--- src/rtl/fifo_rd_stream.sv ---
// rtl/fifo_rd_stream.sv - read-side consumer of the async FIFO with a 2-entry valid/ready output buffer
//
// Purpose: issues FIFO reads only when the word is guaranteed a buffer slot,
// captures the registered FIFO read data one cycle later, and presents it as a
// valid/ready stream with burst framing and a popped-word counter.
//
// Ports:
//   clk_r       read-domain clock
//   rst         asynchronous active-high reset
//   en          allow new FIFO reads (buffered/in-flight words always drain)
//   fifo_empty  FIFO empty flag
//   fifo_rdata  FIFO read data, valid the cycle after fifo_rd_en
//   fifo_rd_en  FIFO read strobe
//   m_valid     output word available
//   m_ready     downstream accepts the word
//   m_data      head word of the output buffer
//   m_last      head word closes a burst of BURST_LEN words
//   word_cnt    words popped since reset, wraps
//   busy        read in flight or buffer non-empty
module fifo_rd_stream #(
  parameter int WIDTH     = 16,
  parameter int BURST_LEN = 4,
  parameter int CNT_W     = 16
) (
  input  logic             clk_r,
  input  logic             rst,
  input  logic             en,
  input  logic             fifo_empty,
  input  logic [WIDTH-1:0] fifo_rdata,
  output logic             fifo_rd_en,
  output logic             m_valid,
  input  logic             m_ready,
  output logic [WIDTH-1:0] m_data,
  output logic             m_last,
  output logic [CNT_W-1:0] word_cnt,
  output logic             busy
);

  localparam int BI_W = (BURST_LEN > 1) ? $clog2(BURST_LEN) : 1;
  localparam logic [BI_W-1:0] BIDX_LAST = BI_W'(BURST_LEN - 1);

  logic [1:0]       occ;
  logic             infl;
  logic [WIDTH-1:0] head;
  logic [WIDTH-1:0] tail;
  logic [BI_W-1:0]  bidx;
  logic             pop;
  logic [1:0]       occ_after;

  assign pop = m_valid & m_ready;

  // Occupancy once this cycle's capture and pop have settled. A new read is
  // only issued if its word will still find a free slot when it lands, so the
  // buffer can never overflow.
  assign occ_after = occ + {1'b0, infl} - {1'b0, pop};

  // Gated by rst so the strobe is low for the whole reset, even though the
  // cleared occupancy would otherwise already permit a read.
  assign fifo_rd_en = ~rst & en & ~fifo_empty & (occ_after <= 2'd1);

  assign m_valid = (occ != 2'd0);
  assign m_data  = head;
  assign m_last  = m_valid & (bidx == BIDX_LAST);
  assign busy    = infl | m_valid;

  always_ff @(posedge clk_r or posedge rst) begin
    if (rst) begin
      occ      <= 2'd0;
      infl     <= 1'b0;
      head     <= '0;
      tail     <= '0;
      bidx     <= '0;
      word_cnt <= '0;
    end else begin
      infl <= fifo_rd_en;
      occ  <= occ_after;

      case ({infl, pop})
        2'b10: begin
          if (occ == 2'd0) head <= fifo_rdata;
          else             tail <= fifo_rdata;
        end
        2'b01: begin
          head <= tail;
        end
        2'b11: begin
          // With one word held the captured word replaces it directly;
          // with two, the tail moves up and the new word takes its place.
          if (occ == 2'd1) begin
            head <= fifo_rdata;
          end else begin
            head <= tail;
            tail <= fifo_rdata;
          end
        end
        default: ;
      endcase

      if (pop) begin
        word_cnt <= word_cnt + CNT_W'(1);
        if (bidx == BIDX_LAST) bidx <= '0;
        else                   bidx <= bidx + BI_W'(1);
      end
    end
  end

endmodule

--- config.mk ---
export PLATFORM = sky130hd
export DESIGN_NAME = fifo_rd_stream
export DESIGN_NICKNAME = d
export VERILOG_FILES = /design/src/rtl/fifo_rd_stream.sv
export SDC_FILE = /design/constraint.sdc
export NUM_CORES = 1
export LEC_CHECK = 0
export CORE_ASPECT_RATIO = 1.75
export CORE_MARGIN = 2
export CORE_UTILIZATION = 40
export CTS_BUF_LIST = sky130_fd_sc_hd__clkbuf_2
export DETAILED_ROUTE_END_ITERATION = 8
export DONT_BUFFER_PORTS = 1
export SYNTH_ARGS = -nofsm -noshare
export SYNTH_HDL_FRONTEND = slang
export SYNTH_SLANG_ARGS = --single-unit
export TNS_END_PERCENT = 50
--- constraint.sdc ---
create_clock -name clk_r -period 2.7 [get_ports clk_r]
set_input_delay 0.54 -clock clk_r [delete_from_list [all_inputs] [get_ports clk_r]]
set_output_delay 0.54 -clock clk_r [all_outputs]
set_load 0.02 [all_outputs]
==> metrics.txt <==
min Tclk post-route=2.79 ns; Static Leakage=0.00118 uW; layout cell share with drive strength beyond 1=24.1%; DRT iter0 DRCs=108; Power Density=1100 nW/um^2; Routability Congestion=0.704; CTS tree=yes; Post-Syn Instances=221; num rows=38; Total GRT Usage=16.4%; vias=1658; Worst-Margin Slew=1.06 ns; RSZ-0062 raised after global routing=true; post-synth top area share=51.7%; Inst Count DP=301; crit path kind=reg -> out; routed wire length per instance=17.0 um; CP max FO=3; Final Skew=0.0236 ns; hold slack=0.216 ns; fin util=44.3%; Max-cap violations=0; die width=64.6 um; ys flop type=dfrtp_1; Slew Viols, Final=0; Fmax achieved=359 MHz; vias in the first global route=1735; status=finished, violations left; largest net degree at the start of global routing=21; Total Neg Setup Slack=-0.0870 ns; cell taking the most area after synthesis=dfrtp_1; buffer depth of the longest clock path=2; Core Area=6230 um^2; syn_nets=249; critical path required time=2.16 ns; routed wire length=5310 um; Synth area leaders=dfrtp_1 52%, mux2_2 7.5%, mux2_4 5.8%; crit share post-route=103%; Synth Warn #=0; global-route wire length before repair=8830 um; area of the multi-input gates=1160 um^2; Layout Nets=259; GRT overflow=0; sequential cell area=1330 um^2; nature of the critical path startpoint=flip-flop; die height=110 um; Initial Util=41.2%; vias per cell=5.30; clock slew at reported path FFs=0.26 ns; register area share after synthesis=51.7%; Post-synth EDFFs=0; Root Buffer=clkbuf_2; H-tree depth=2; Fillers=596; Async S/R FF share, synth=100%; CP endpoint kind=primary output; residual DRC count=0; Rel. slew slack=29.0%; min-delay worst type=in -> reg; Peak supply drop=0.000427 V; area grow syn2layout=7.55%; Critical Path AT=2.25 ns; Post-Syn Area=2570 um^2; initial antenna violation count=1; die area=7100 um^2; # IOs=57; Setup-failing EPs final=1; Seq cells post-synth=53; Yosys cell types=32; clock sink count=53; non-filler cells, final=313; HPWL after DPL=3720 um; CTS Buf Count=5; first-pass detailed-route iteration total=4; Clk Latency, worst-skew pair=0.45 ns; final hold viol count=0; ANT nets after route=0; Avg Cell Area, Syn=11.6 um^2; IO Port Bufs=0; Setup WS post-layout=-0.0870 ns; failing checks=negative setup slack
-- cells by family after synthesis --
| family | count (synthesis) | synth area share [%] |
|---|---|---|
| AO/OA/AOI/OAI | 35 | 10.6 |
| flip-flops | 53 | 51.7 |
| adder cells (fa/ha/maj) | 7 | 3.41 |
| AND/OR/NAND/NOR | 65 | 11.6 |
| XOR/XNOR | 17 | 5.80 |
| multiplexers | 27 | 13.3 |
| buffers and inverters | 17 | 3.65 |
-- critical path: stages (launching register included) --
cell and delay, ns:
dfrtp_2 0.46, o21a_1 0.20, ha_1 0.28, inv_1 0.04, ha_2 0.16, xnor2_1 0.13, xnor2_1 0.16, nor4b_2 0.21
buf_4 0.18
-- area by class of cell --
class                   instances  share of cell area, %
clock buffers                   7                   1.27
inverters                       6                  0.816
flip-flops and latches         53                   48.1
diodes                          1                 0.0906
well taps                      80                   3.62
multi-input cells             151                   42.0
repair buffers                 14                   3.90
clock inverters                 1                  0.272
-- placed cells by master (no fill, tap or decap), drive strengths merged --
| cell type | netlist | layout |
|---|---|---|
| a211oi | 1 | 1 |
| a221oi | 16 | 16 |
| diode | 0 | 1 |
| nor3 | 1 | 1 |
| nand4 | 4 | 4 |
| o21a | 1 | 1 |
| nor2b | 2 | 2 |
| nand3 | 4 | 4 |
| clkbuf | 3 | 7 |
| dlygate4sd3 | 0 | 1 |
| clkinvlp | 0 | 1 |
| buf | 8 | 13 |
| nor3b | 1 | 1 |
| nor4b | 1 | 1 |
| ha | 7 | 7 |
| a21o | 3 | 3 |
| xnor2 | 16 | 16 |
| o21bai | 1 | 1 |
| dfrtp | 53 | 53 |
| and2 | 1 | 1 |
| o2111a | 1 | 1 |
| inv | 6 | 6 |
| nand2 | 23 | 23 |
| a21oi | 12 | 12 |
| xor2 | 1 | 1 |
| nor2 | 24 | 24 |
| and4 | 3 | 3 |
| mux2 | 27 | 27 |
| and3 | 1 | 1 |
-- metal layers --
layer,vias to the layer above,track usage (%),wire length (um)
met4,0,7.75,103
met1,817,18.8,2150
met5,-,0,0
li1,794,-,-
met3,5,5.28,320
met2,42,27.8,2740
-- what timing repair did --
action | in CTS | in global routing
pin swaps | 1 | 0
setup endpoints to repair | 1 | 1
buffers inserted | 2 | 0
endpoints found under the hold margin | 15 | 0
gates resized for setup | 3 | 0
hold buffers | 1 | 0
-- worst paths after layout --
kind / start / slack, ns / depth (start not counted) / end
min in group asynchronous: rst / 0.47 / 2 / m_data[14]
max in group asynchronous: rst / 1.60 / 3 / occ[0]
min reg2reg: bidx[1] / 0.52 / 2 / bidx[1]
min: fifo_rdata[0] / 0.22 / 1 / tail[0]
max: occ[0] / -0.09 / 8 / fifo_rd_en
max reg2reg: occ[0] / 0.24 / 7 / tail[15]
-- report_power, final --
part / leakage, uW / internal (uW) / switching, uW
combinational: 0.000498 / 584 / 558
clock: 0.0000292 / 71.3 / 246
sequential: 0.000650 / 1120 / 463
-- per-stage QoR --
step           setup WS [ns]  total power [uW]  area [um^2]
3_5_place_dp           0.151              2740         2690
3_3_place_gp           0.190              2700         2690
6_report             -0.0870              3040         2760
4_1_cts               -0.140              3090         2760
2_1_floorplan          0.129              2460         2570
5_1_grt               -0.289              3270         2760
-- state kept, by name, summed over array words and instances, names as in the netlist --
name      cells
m_data       16
infl          1
bidx          2
tail         16
word_cnt     16
occ           2
-- cell usage after synthesis (all sizes together), types with 2 or more instances --
cell type  instances
a21o               3
a21oi             12
a221oi            16
and4               3
buf                8
clkbuf             3
dfrtp             53
ha                 7
inv                6
mux2              27
nand2             23
nand3              4
nand4              4
nor2              24
nor2b              2
xnor2             16
Note: power is estimated with default switching activity, not from simulation.
